<file path="src/rtl/vga_rgb_out_stage.sv">
// VGA pixel output stage: tick-gated sync/video_on delay line, blanked colour register and frame counter.
// Optional VGA_TEST_PATTERN_EN replaces rgbnext with 8 vertical colour bars (pixel_x[9:7]) when test_mode = 1.
module vga_rgb_out_stage #(
  parameter int unsigned SYNC_DELAY      = 2,
  parameter int unsigned SYNC_ACTIVE_LOW = 1,
  parameter int unsigned FRAME_W         = 8
) (
  input  logic               clk,
  input  logic               reset_n,
  input  logic               pixel_tick,
  input  logic [2:0]         rgbnext,
  input  logic               video_on,
  input  logic               hsync_in,
  input  logic               vsync_in,
  input  logic [9:0]         pixel_x,
  input  logic               test_mode,
  output logic [2:0]         rgb,
  output logic               hsync,
  output logic               vsync,
  output logic [FRAME_W-1:0] frame_cnt,
  output logic               frame_start
);

  localparam int unsigned LAST        = SYNC_DELAY - 1;
  localparam logic        SYNC_IDLE   = (SYNC_ACTIVE_LOW != 0) ? 1'b1 : 1'b0;
  localparam logic        SYNC_ACTIVE = ~SYNC_IDLE;

  generate
    if (SYNC_DELAY < 1 || SYNC_DELAY > 8) begin : g_bad_sync_delay
      $error("vga_rgb_out_stage: SYNC_DELAY must be in 1..8");
    end
  endgenerate

  logic [SYNC_DELAY-1:0] r_von_dly;
  logic [SYNC_DELAY-1:0] r_hs_dly;
  logic [SYNC_DELAY-1:0] r_vs_dly;
  logic [2:0]            r_rgb;
  logic                  r_vs_prev;
  logic                  r_frame_start;
  logic [FRAME_W-1:0]    r_frame_cnt;

  logic [SYNC_DELAY:0]   w_von_chain;
  logic [SYNC_DELAY:0]   w_hs_chain;
  logic [SYNC_DELAY:0]   w_vs_chain;
  logic [2:0]            w_color;
  logic                  w_vs_rise;

  // Bit 0 is the undelayed input; bit i+1 is stage i, so a shift loads chain[SYNC_DELAY-1:0].
  assign w_von_chain = {r_von_dly, video_on};
  assign w_hs_chain  = {r_hs_dly, hsync_in};
  assign w_vs_chain  = {r_vs_dly, vsync_in};

`ifdef VGA_TEST_PATTERN_EN
  logic [6:0] w_unused_px_low;
  assign w_unused_px_low = pixel_x[6:0];
  assign w_color = test_mode ? pixel_x[9:7] : rgbnext;
`else
  logic w_unused_tp;
  assign w_unused_tp = ^{test_mode, pixel_x};
  assign w_color = rgbnext;
`endif

  assign w_vs_rise = (r_vs_dly[LAST] == SYNC_ACTIVE) && (r_vs_prev == SYNC_IDLE);

  // Delay line and colour register move together so rgb stays aligned with hsync/vsync.
  always_ff @(posedge clk or negedge reset_n) begin
    if (!reset_n) begin
      r_von_dly <= '0;
      r_hs_dly  <= {SYNC_DELAY{SYNC_IDLE}};
      r_vs_dly  <= {SYNC_DELAY{SYNC_IDLE}};
      r_rgb     <= 3'b000;
    end else if (pixel_tick) begin
      r_von_dly <= w_von_chain[SYNC_DELAY-1:0];
      r_hs_dly  <= w_hs_chain[SYNC_DELAY-1:0];
      r_vs_dly  <= w_vs_chain[SYNC_DELAY-1:0];
      r_rgb     <= w_von_chain[LAST] ? w_color : 3'b000;
    end
  end

  // Frame counter runs every clk on the aligned vsync, independent of pixel_tick.
  always_ff @(posedge clk or negedge reset_n) begin
    if (!reset_n) begin
      r_vs_prev     <= SYNC_IDLE;
      r_frame_start <= 1'b0;
      r_frame_cnt   <= '0;
    end else begin
      r_vs_prev     <= r_vs_dly[LAST];
      r_frame_start <= w_vs_rise;
      if (w_vs_rise) begin
        r_frame_cnt <= r_frame_cnt + FRAME_W'(1);
      end
    end
  end

  assign rgb         = r_rgb;
  assign hsync       = r_hs_dly[LAST];
  assign vsync       = r_vs_dly[LAST];
  assign frame_cnt   = r_frame_cnt;
  assign frame_start = r_frame_start;

endmodule

</file>
<file path="config.mk">
export PLATFORM = sky130hd
export DESIGN_NAME = vga_rgb_out_stage
export DESIGN_NICKNAME = d
export VERILOG_FILES = /design/src/rtl/vga_rgb_out_stage.sv
export SDC_FILE = /design/constraint.sdc
export NUM_CORES = 1
export LEC_CHECK = 0
export CAP_MARGIN = 20
export CORE_MARGIN = 1.5
export CORE_UTILIZATION = 42
export CTS_CLUSTER_SIZE = 12
export DETAILED_ROUTE_END_ITERATION = 10
export GPL_TIMING_DRIVEN = 0
export PLACE_DENSITY = 0.82
export SLEW_MARGIN = 15
export SYNTH_ARGS = -nofsm -noshare
export SYNTH_HDL_FRONTEND = slang
export SYNTH_SLANG_ARGS = --single-unit
</file>
<file path="constraint.sdc">
create_clock -name clk -period 2.3 [get_ports clk]
set_clock_uncertainty 0.1 [all_clocks]
set_input_delay 0.69 -clock clk [delete_from_list [all_inputs] [get_ports clk]]
set_output_delay 0.69 -clock clk [all_outputs]
set_load 0.005 [all_outputs]
</file>
* Word-level counts from Yosys, hierarchy flattened
Cells that the tools add are included.
Operators by class: $add $sub $neg 1, multipliers 0, divide/modulo/power cells 0, $lt $le $gt $ge 0, eq/ne operators 0, shift-type cells 0, mux-type cells 1, bitwise operators 1, reduce and logical (&&, ||, !) cells 1
Operators with widths (number):
- 8-bit by 1-bit adder with 8-bit output, second input constant | 1
- 3-bit 2-to-1 mux | 1
- 1-bit logical AND | 1
- 1-bit NOT | 1
Word-level totals: register bits 18, bits in latches 0, bits in writable memories 0, memory bits (read-only) 0, output and inout bits 14, logic and storage cells 11, memories 0

* Logic depth before layout (Yosys ltp)
Gate-level depths: netlist (run 1).
depth after elaboration 2, depth in mapped cells 4

* Least setup slack after synthesis (run 1)
OpenSTA, ideal clock, no wires.
path kind input to register, start input pixel_tick, end register r_von_dly[0], library setup time 128 ps, arrival time 1179 ps, data required time 2072 ps, setup slack 894 ps, cell stages on the path 2, buffers on the path 1, cells stage by stage buf_2 > mux2_1
RTL lines:
- start: declaration | line 10 | input logic pixel_tick,
- end signal: assignment | line 73 | r_von_dly <= w_von_chain[SYNC_DELAY-1:0];
- end: declaration | line 34 | logic [SYNC_DELAY-1:0] r_von_dly;
No word-level cell between the ends.

* Worst setup path in the final report (run 1)
start register r_vs_dly[1], end output vsync
RTL lines:
- start: declaration | line 36 | logic [SYNC_DELAY-1:0] r_vs_dly;
- start signal: assignment | line 70 | r_vs_dly <= {SYNC_DELAY{SYNC_IDLE}};
- start signal: assignment | line 75 | r_vs_dly <= w_vs_chain[SYNC_DELAY-1:0];
- end: declaration | line 19 | output logic vsync,
No word-level cell between the ends.

==> results of run 1 <==
==> final timing paths <==
| path | startpoint | to | slack [ps] | depth (start not counted) |
|---|---|---|---|---|
| worst max-delay path | r_vs_dly[1] | vsync | 130 | 1 |
| worst min-delay path | r_vs_dly[1] | r_vs_prev | 300 | 0 |
| worst max register to register | r_vs_prev | frame_cnt[1] | 1000 | 3 |
| worst min register to register | r_vs_dly[1] | r_vs_prev | 300 | 0 |
| max in group asynchronous | reset_n | frame_cnt[5] | 890 | 1 |
| min in group asynchronous | reset_n | frame_cnt[2] | 730 | 1 |
==> per-stage QoR <==
step | util | hold WS (ps) | total power [mW] | setup WS (ps) | std cells
2_1_floorplan | - | 278 | 0.568 | 894 | 53
3_3_place_gp | 0.619 | 282 | 0.724 | 355 | 91
3_5_place_dp | 0.619 | 287 | 0.744 | 335 | 91
4_1_cts | 0.643 | 305 | 0.943 | 104 | 95
5_1_grt | 0.643 | 309 | 0.986 | 88.6 | 95
6_report | 0.643 | 301 | 0.928 | 133 | 95
==> layer usage <==
| metal | track usage | vias to the layer above |
|---|---|---|
| met5 | 0 | - |
| met4 | 0.0545 | 0 |
| met3 | 0.0490 | 2 |
| met2 | 0.232 | 14 |
| met1 | 0.174 | 239 |
| li1 | - | 233 |
==> where the power goes <==
part / total (mW) / switching [mW] / leakage [nW] / internal [mW]
Clock: 0.194 / 0.0975 / 0.0210 / 0.0965
Combinational: 0.263 / 0.0820 / 0.185 / 0.181
Sequential: 0.471 / 0.0774 / 0.219 / 0.393
Total: 0.928 / 0.257 / 0.425 / 0.671
==> cell type report <==
class | count | area [µm²]
fill | 133 | 551
buffer | 2 | 12.5
inverter | 3 | 11.3
clock buffer | 4 | 36.3
multi-input combinational | 30 | 234
sequential | 18 | 457
tap | 16 | 20.0
timing repair buffer | 22 | 220
==> worst reg2reg max path: stages (launching register included) <==
cell     delay, ps
dfstp_2        530
nor2b_1        120
buf_4          150
mux2_4         300
==> flip-flops by register name, summed over array words and instances (netlist names) <==
name,flops
frame_cnt,8
rgb,3
r_hs_dly,2
r_vs_dly,2
frame_start,1
r_von_dly,1
r_vs_prev,1
==> cell usage in the layout, fill, tap and decap left out, drive strengths merged <==
master | synthesis | routed
clkdlybuf4s50 | 0 | 22
dfrtp | 13 | 13
xnor2 | 6 | 6
mux2 | 6 | 6
dfstp | 5 | 5
clkbuf | 0 | 4
inv | 3 | 3
nand3 | 3 | 3
o21ai | 3 | 3
nand4 | 3 | 3
nand2 | 3 | 3
and3 | 2 | 2
buf | 2 | 2
nor2b | 1 | 1
xor2 | 1 | 1
and4b | 1 | 1
ha | 1 | 1
==> cells by family after synthesis <==
| group | synth area share |
|---|---|
| AO/OA/AOI/OAI | 0.0210 |
| adder cells (fa/ha/maj) | 0.0175 |
| multiplexers | 0.0998 |
| XOR/XNOR | 0.0858 |
| AND/OR/NAND/NOR | 0.103 |
| buffers and inverters | 0.0333 |
| flip-flops | 0.639 |
==> impl_metrics.ini, run 1 <==
[clock_network]
post_cts_buffers = 0
clk_latency_ps = 300
cts_hold_buf = 0
clock_sinks = 18
cts_tree = done
clk_pin_slew_ps = 90
clock-root-buffer = clkbuf_4
clockBufferDepth = 2
cts_resized = 0
h-tree-depth = 1
numCtsBuffers = 3

[flow_run]
drv_cap = 0

[yosys]
yosys.area.top_type_share = 0.455
syn-num-nets = 74
synth-edff-count = 0
ys_ff_latch = 18
yosys-top-cells-area = dfrtp_1 (46%), dfstp_2 (18%), mux2_1 (7.9%)
synth-seq-area-share = 0.639
synth.most_common_cell = dfrtp_1
synth-async-reset-ratio = 1.00
syn_area_um2 = 714
yosys.area.top_type = dfrtp_1
yosys_warnings = 0
netlist_top_cells_count = dfrtp_1 (13), xnor2_1 (6), dfstp_2 (5), mux2_1 (5)
syn_avg_cell_area_um2 = 13.5
synth_cells = 53
synth_cell_types = 17
synth_ff_type = dfrtp_1

[routing]
routedWlPerCell_um = 13.1
vias = 488
viasPerCell = 5.14
met3WireLength_um = 56
wl_met2_um = 670
drtIter0Drc = 1
dr.pass1.iters = 2
antenna_left = 0
routed_wl_um = 1250
drc = 0
m1WireLength_um = 507
top_layer = met4

[cells_and_area]
nNetsFinal = 101
diodes = 0
area_growth_pct = 38.7
drive_gt1_frac = 0.152
fin_area_um2 = 991

[power_and_ir_drop]
power.leakage_nw = 0.425
p_per_area_nw_per_um2 = 937
vdd_ir_drop_max_uv = 751

[critical_path]
crit_family = flip-flops
cp_data_arrival_time_ps = 1380
slowest_stage = dfstp_2
path_buf_inv = 1
crit_fanout = 5
max_stage_delay_ps = 580
startpoint_type = register
worstSetupPathType = register to output port
crit_chain = clkdlybuf4s50_1
required_ps = 1510
endpoint_kind = output port

[global_routing]
antenna_found_initial = 0
grt_usage = 0.142
grt_overflow = 0
grt_pass1_vias = 451
grt_pass1_wl_um = 1940
grt_max_degree = 19

[timing]
tightestPinTransition_ps = 762
tns_ps = 0
max_freq_mhz = 462
setup_viol = 0
hold_viol = 0
period_share = 0.942
rsz0062_at_grt = false
slew_headroom = 0.491
drv_slew = 0
finalCriticalPeriod_ps = 2170

[die]
coreArea_um2 = 1540
fp.dieH_um = 44.2
fp.dieW_um = 44.2
dieArea_um2 = 1960
start_util = 0.463
rows = 14
io_pins = 34

[worst_hold_path]
hold_path.class = register to register

[placed_design]
gp_congestion = 0.636
dpl-instance-area_um2 = 955
io_buffers = 22

[outcome]
outcome = finished, final reports clean
(Power assumes the default switching activity.)
==> run 2: changes to the inputs <==
--- a/config.mk
+++ b/config.mk
@@ -6,12 +6,16 @@
 export NUM_CORES = 1
 export LEC_CHECK = 0
 export CAP_MARGIN = 20
+export CELL_PAD_IN_SITES_DETAIL_PLACEMENT = 1
+export CELL_PAD_IN_SITES_GLOBAL_PLACEMENT = 1
+export CORE_ASPECT_RATIO = 0.7
 export CORE_MARGIN = 1.5
-export CORE_UTILIZATION = 42
+export CORE_UTILIZATION = 32
+export CTS_BUF_LIST = sky130_fd_sc_hd__clkbuf_16
 export CTS_CLUSTER_SIZE = 12
 export DETAILED_ROUTE_END_ITERATION = 10
 export GPL_TIMING_DRIVEN = 0
-export PLACE_DENSITY = 0.82
+export PLACE_DENSITY = 0.79
 export SLEW_MARGIN = 15
 export SYNTH_ARGS = -nofsm -noshare
 export SYNTH_HDL_FRONTEND = slang
==> impl_metrics.ini, run 2 (same netlist as run 1, synthesis figures left out) <==
[clock_network]
numCtsBuffers = 3
clock_sinks = 18
post_cts_buffers = 0
h-tree-depth = 1
clk_latency_ps = 250
cts_tree = done
cts_hold_buf = 0
clock-root-buffer = clkbuf_16
clk_pin_slew_ps = 50
cts_resized = 0
clockBufferDepth = 2

[critical_path]
reg2regPathDepth = 3
worstSetupPathType = register to output port
crit_chain = clkdlybuf4s50_1
rr_startpoint = r_vs_prev
r2r_end = frame_cnt[1]
max_stage_delay_ps = 560
endpoint_kind = output port
slowest_stage = dfstp_2
startpoint_type = register
required_ps = 1510
crit_family = flip-flops
path_buf_inv = 1
cp_data_arrival_time_ps = 1310
reg2reg_slack_ps = 1000
crit_fanout = 5

[worst_hold_path]
worstHoldEndpoint = r_vs_prev
min_path_cells = 0
hold_path.class = register to register
worstHoldStart = r_vs_dly[1]

[timing]
period_share = 0.912
drv_slew = 0
tns_ps = 0
rsz0062_at_grt = false
whs_ps = 290
worst_slack_ps = 202
max_freq_mhz = 477
slew_headroom = 0.493
tightestPinTransition_ps = 758
hold_viol = 0
setup_viol = 0
finalCriticalPeriod_ps = 2100

[die]
fp.dieH_um = 42.5
start_util = 0.334
coreArea_um2 = 2140
fp.dieW_um = 59.5
io_pins = 34
rows = 14
dieArea_um2 = 2530

[global_routing]
grt_usage = 0.142
antenna_found_initial = 0
grt_pass1_wl_um = 2440
grt_pass1_vias = 535
grt_max_degree = 19
grt_overflow = 0

[cells_and_area]
fillers = 236
area_growth_pct = 47.5
drive_gt1_frac = 0.139
final_cells = 111
diodes = 0
multi_input_area_um2 = 234
layout_common_cells = clkdlybuf4s50_1 (22), dfrtp_1 (13), xnor2_1 (6), mux2_1 (5), dfstp_2 (5)
nNetsFinal = 101
layout_commonest_cell = clkdlybuf4s50_1
regArea_um2 = 457
largest_reg_flops = 8

[routing]
vias = 504
drtIter0Drc = 16
viasPerCell = 4.54
routedWlPerCell_um = 12.9
dr.pass1.iters = 3
drc = 0
routed_wl_um = 1430
antenna_left = 0

[power_and_ir_drop]
power.leakage_nw = 0.442
power.total_mw = 1.09
p_per_area_nw_per_um2 = 1030
vdd_ir_drop_max_uv = 578

[placed_design]
dp_hpwl_um = 1070
dp_slack_ps = 320
gp_congestion = 0.694
dp_cells = 107
io_buffers = 22

[flow_run]
drv_cap = 0

[outcome]
outcome = finished, final reports clean
==> run 2: power breakdown <==
group,switching (mW),internal [mW]
Clock,0.118,0.231
Sequential,0.0788,0.395
Combinational,0.0830,0.180
==> run 2: routing by layer <==
| layer | share of wire | GRT usage | vias up |
|---|---|---|---|
| met1 | 0.46 | 0.177 | 246 |
| li1 | - | - | 232 |
| met2 | 0.45 | 0.200 | 22 |
| met5 | 0 | 0 | - |
| met3 | 0.068 | 0.0648 | 4 |
| met4 | 0.027 | 0.0818 | 0 |
==> run 2: worst max-delay path by stage <==
stage	slack, ps	startpoint	cells past startpoint	to
floorplan	890	pixel_tick	2	r_von_dly[0]
global placement	350	pixel_tick	3	r_von_dly[0]
detailed placement	320	pixel_tick	3	r_von_dly[0]
CTS	180	r_vs_dly[1]	1	vsync
global route	150	r_vs_dly[1]	1	vsync
finish	200	r_vs_dly[1]	1	vsync
==> run 2: final cells by class <==
type | count | share of cell area
Buffer | 2 | 0.0119
Clock buffer | 3 | 0.0713
Clock inverter | 1 | 0.00356
Inverter | 3 | 0.0107
Multi-Input combinational cell | 30 | 0.222
Sequential cell | 18 | 0.433
Tap cell | 32 | 0.0380
Timing Repair Buffer | 22 | 0.209
==> run 2: metrics by stage <==
| stage | cell area [µm²] | util |
|---|---|---|
| floorplan | 714 | - |
| global placement | 975 | 0.456 |
| detailed placement | 975 | 0.456 |
| CTS | 1050 | 0.493 |
| global route | 1050 | 0.493 |
| finish | 1050 | 0.493 |
==> run 2: worst register-to-register path: stages (launching register included) <==
cell	delay, ps
dfstp_2	520
nor2b_1	120
buf_4	150
mux2_4	300
==> run 3: changes to the inputs <==
--- a/config.mk
+++ b/config.mk
@@ -8,11 +8,11 @@
 export CAP_MARGIN = 20
 export CELL_PAD_IN_SITES_DETAIL_PLACEMENT = 1
 export CELL_PAD_IN_SITES_GLOBAL_PLACEMENT = 1
-export CORE_ASPECT_RATIO = 0.7
+export CORE_ASPECT_RATIO = 0.9
 export CORE_MARGIN = 1.5
 export CORE_UTILIZATION = 32
 export CTS_BUF_LIST = sky130_fd_sc_hd__clkbuf_16
-export CTS_CLUSTER_SIZE = 12
+export CTS_CLUSTER_SIZE = 24
 export DETAILED_ROUTE_END_ITERATION = 10
 export GPL_TIMING_DRIVEN = 0
 export PLACE_DENSITY = 0.79
==> impl_metrics.ini, run 3 (same netlist as run 1, synthesis figures left out) <==
[power_and_ir_drop]
vdd_ir_drop_max_uv = 494
switching_share = 0.253
power_switching_mw = 0.274
power.total_mw = 1.08
pwr-share-clk = 0.320
p_per_area_nw_per_um2 = 1030
power.leakage_nw = 0.446
p_int_mw = 0.806
seqPwrFrac = 0.440
power.share.combinational = 0.240

[critical_path]
reg2regPathDepth = 3
worstSetupPathType = register to output port
crit_fanout = 5
slowest_stage = dfstp_2
cp_data_arrival_time_ps = 1320
startpoint_type = register
max_stage_delay_ps = 560
cp.depth = 1
crit_chain = clkdlybuf4s50_1
required_ps = 1510
crit_family = flip-flops
path_buf_inv = 1
endpoint_kind = output port

[timing]
hold_viol = 0
tns_ps = 0
drv_slew = 0
slew_headroom = 0.473
tightestPinTransition_ps = 788
rsz0062_at_grt = false
max_freq_mhz = 474
setup_viol = 0
worst_slack_ps = 191
period_share = 0.917
finalCriticalPeriod_ps = 2110

[cells_and_area]
diodes = 0
largest_reg_flops = 8
fin_area_um2 = 1050
drive_gt1_frac = 0.139
area_growth_pct = 46.6
layout_common_cells = clkdlybuf4s50_1 (22), dfrtp_1 (13), xnor2_1 (6), mux2_1 (5), dfstp_2 (5)
fillers = 218
regArea_um2 = 457
multi_input_area_um2 = 234
nNetsFinal = 101
layout_commonest_cell = clkdlybuf4s50_1

[clock_network]
cts_tree = done
clk_pin_slew_ps = 50
post_cts_buffers = 0
numCtsBuffers = 3
clock_sinks = 18
h-tree-depth = 1
cts_resized = 0
clock-root-buffer = clkbuf_16
clockBufferDepth = 2
clk_latency_ps = 250
cts_hold_buf = 0

[routing]
drtIter0Drc = 3
routedWlPerCell_um = 13.2
drc = 0
vias = 491
viasPerCell = 4.63
routed_wl_um = 1400
dr.pass1.iters = 2
antenna_left = 0

[global_routing]
grt_max_degree = 19
grt_pass1_wl_um = 2180
grt_overflow = 0
grt_pass1_vias = 483
antenna_found_initial = 0
grt_usage = 0.129

[die]
io_pins = 34
fp.dieW_um = 52.8
coreArea_um2 = 2140
rows = 16
fp.dieH_um = 47.8
dieArea_um2 = 2530
start_util = 0.334

[outcome]
outcome = finished, final reports clean

[placed_design]
dp_slack_ps = 335
gp_congestion = 0.698
dpl-instance-area_um2 = 968
dp_hpwl_um = 995
io_buffers = 22

[worst_hold_path]
min_path_cells = 0
hold_path.class = register to register

[flow_run]
drv_cap = 0
## run 3: cell count changes in the layout (fill, tap and decap cells not counted)
cell | previous run | this run
inv_1 | 3 | 4
clkinv_1 | 1 | 0
## run 3: cell type report
class                   count  share of cell area
plain buffers               2              0.0119
well taps                  27              0.0323
multi-input cells          30               0.223
inverters                   3              0.0108
flip-flops and latches     18               0.436
clock inverters             1             0.00358
clock buffers               3              0.0717
repair buffers             22               0.210
## run 3: power groups by stage
| stage | combinational, mW | sequential [mW] | clock, mW |
|---|---|---|---|
| final | 0.259 | 0.475 | 0.345 |
| after floorplan | 0.101 | 0.467 | 0 |
| after global routing | 0.288 | 0.486 | 0.369 |
| after CTS | 0.264 | 0.478 | 0.353 |
| after detailed placement | 0.264 | 0.479 | 0 |
| after global placement | 0.257 | 0.473 | 0 |
## run 3: metal layers
metal,part of all wire,vias to the layer above,track usage
met5,0,-,0
met4,0.022,0,0.0769
met3,0.045,4,0.0375
met2,0.49,13,0.203
met1,0.44,242,0.161
li1,-,232,-
## run 3: worst paths after layout
kind | from | to | slack, ps
min | r_vs_dly[1] | r_vs_prev | 290
min reg2reg | r_vs_dly[1] | r_vs_prev | 290
max | r_vs_dly[1] | vsync | 190
min in group asynchronous | reset_n | frame_cnt[7] | 800
max in group asynchronous | reset_n | frame_cnt[0] | 810
max reg2reg | r_vs_prev | frame_cnt[1] | 1000
## run 3: metrics by stage
stage / util / hold slack [ps] / cells
floorplan: - / 278 / 53
global route: 0.489 / 299 / 106
finish: 0.489 / 294 / 106
CTS: 0.489 / 296 / 106
global placement: 0.452 / 283 / 102
detailed placement: 0.452 / 284 / 102
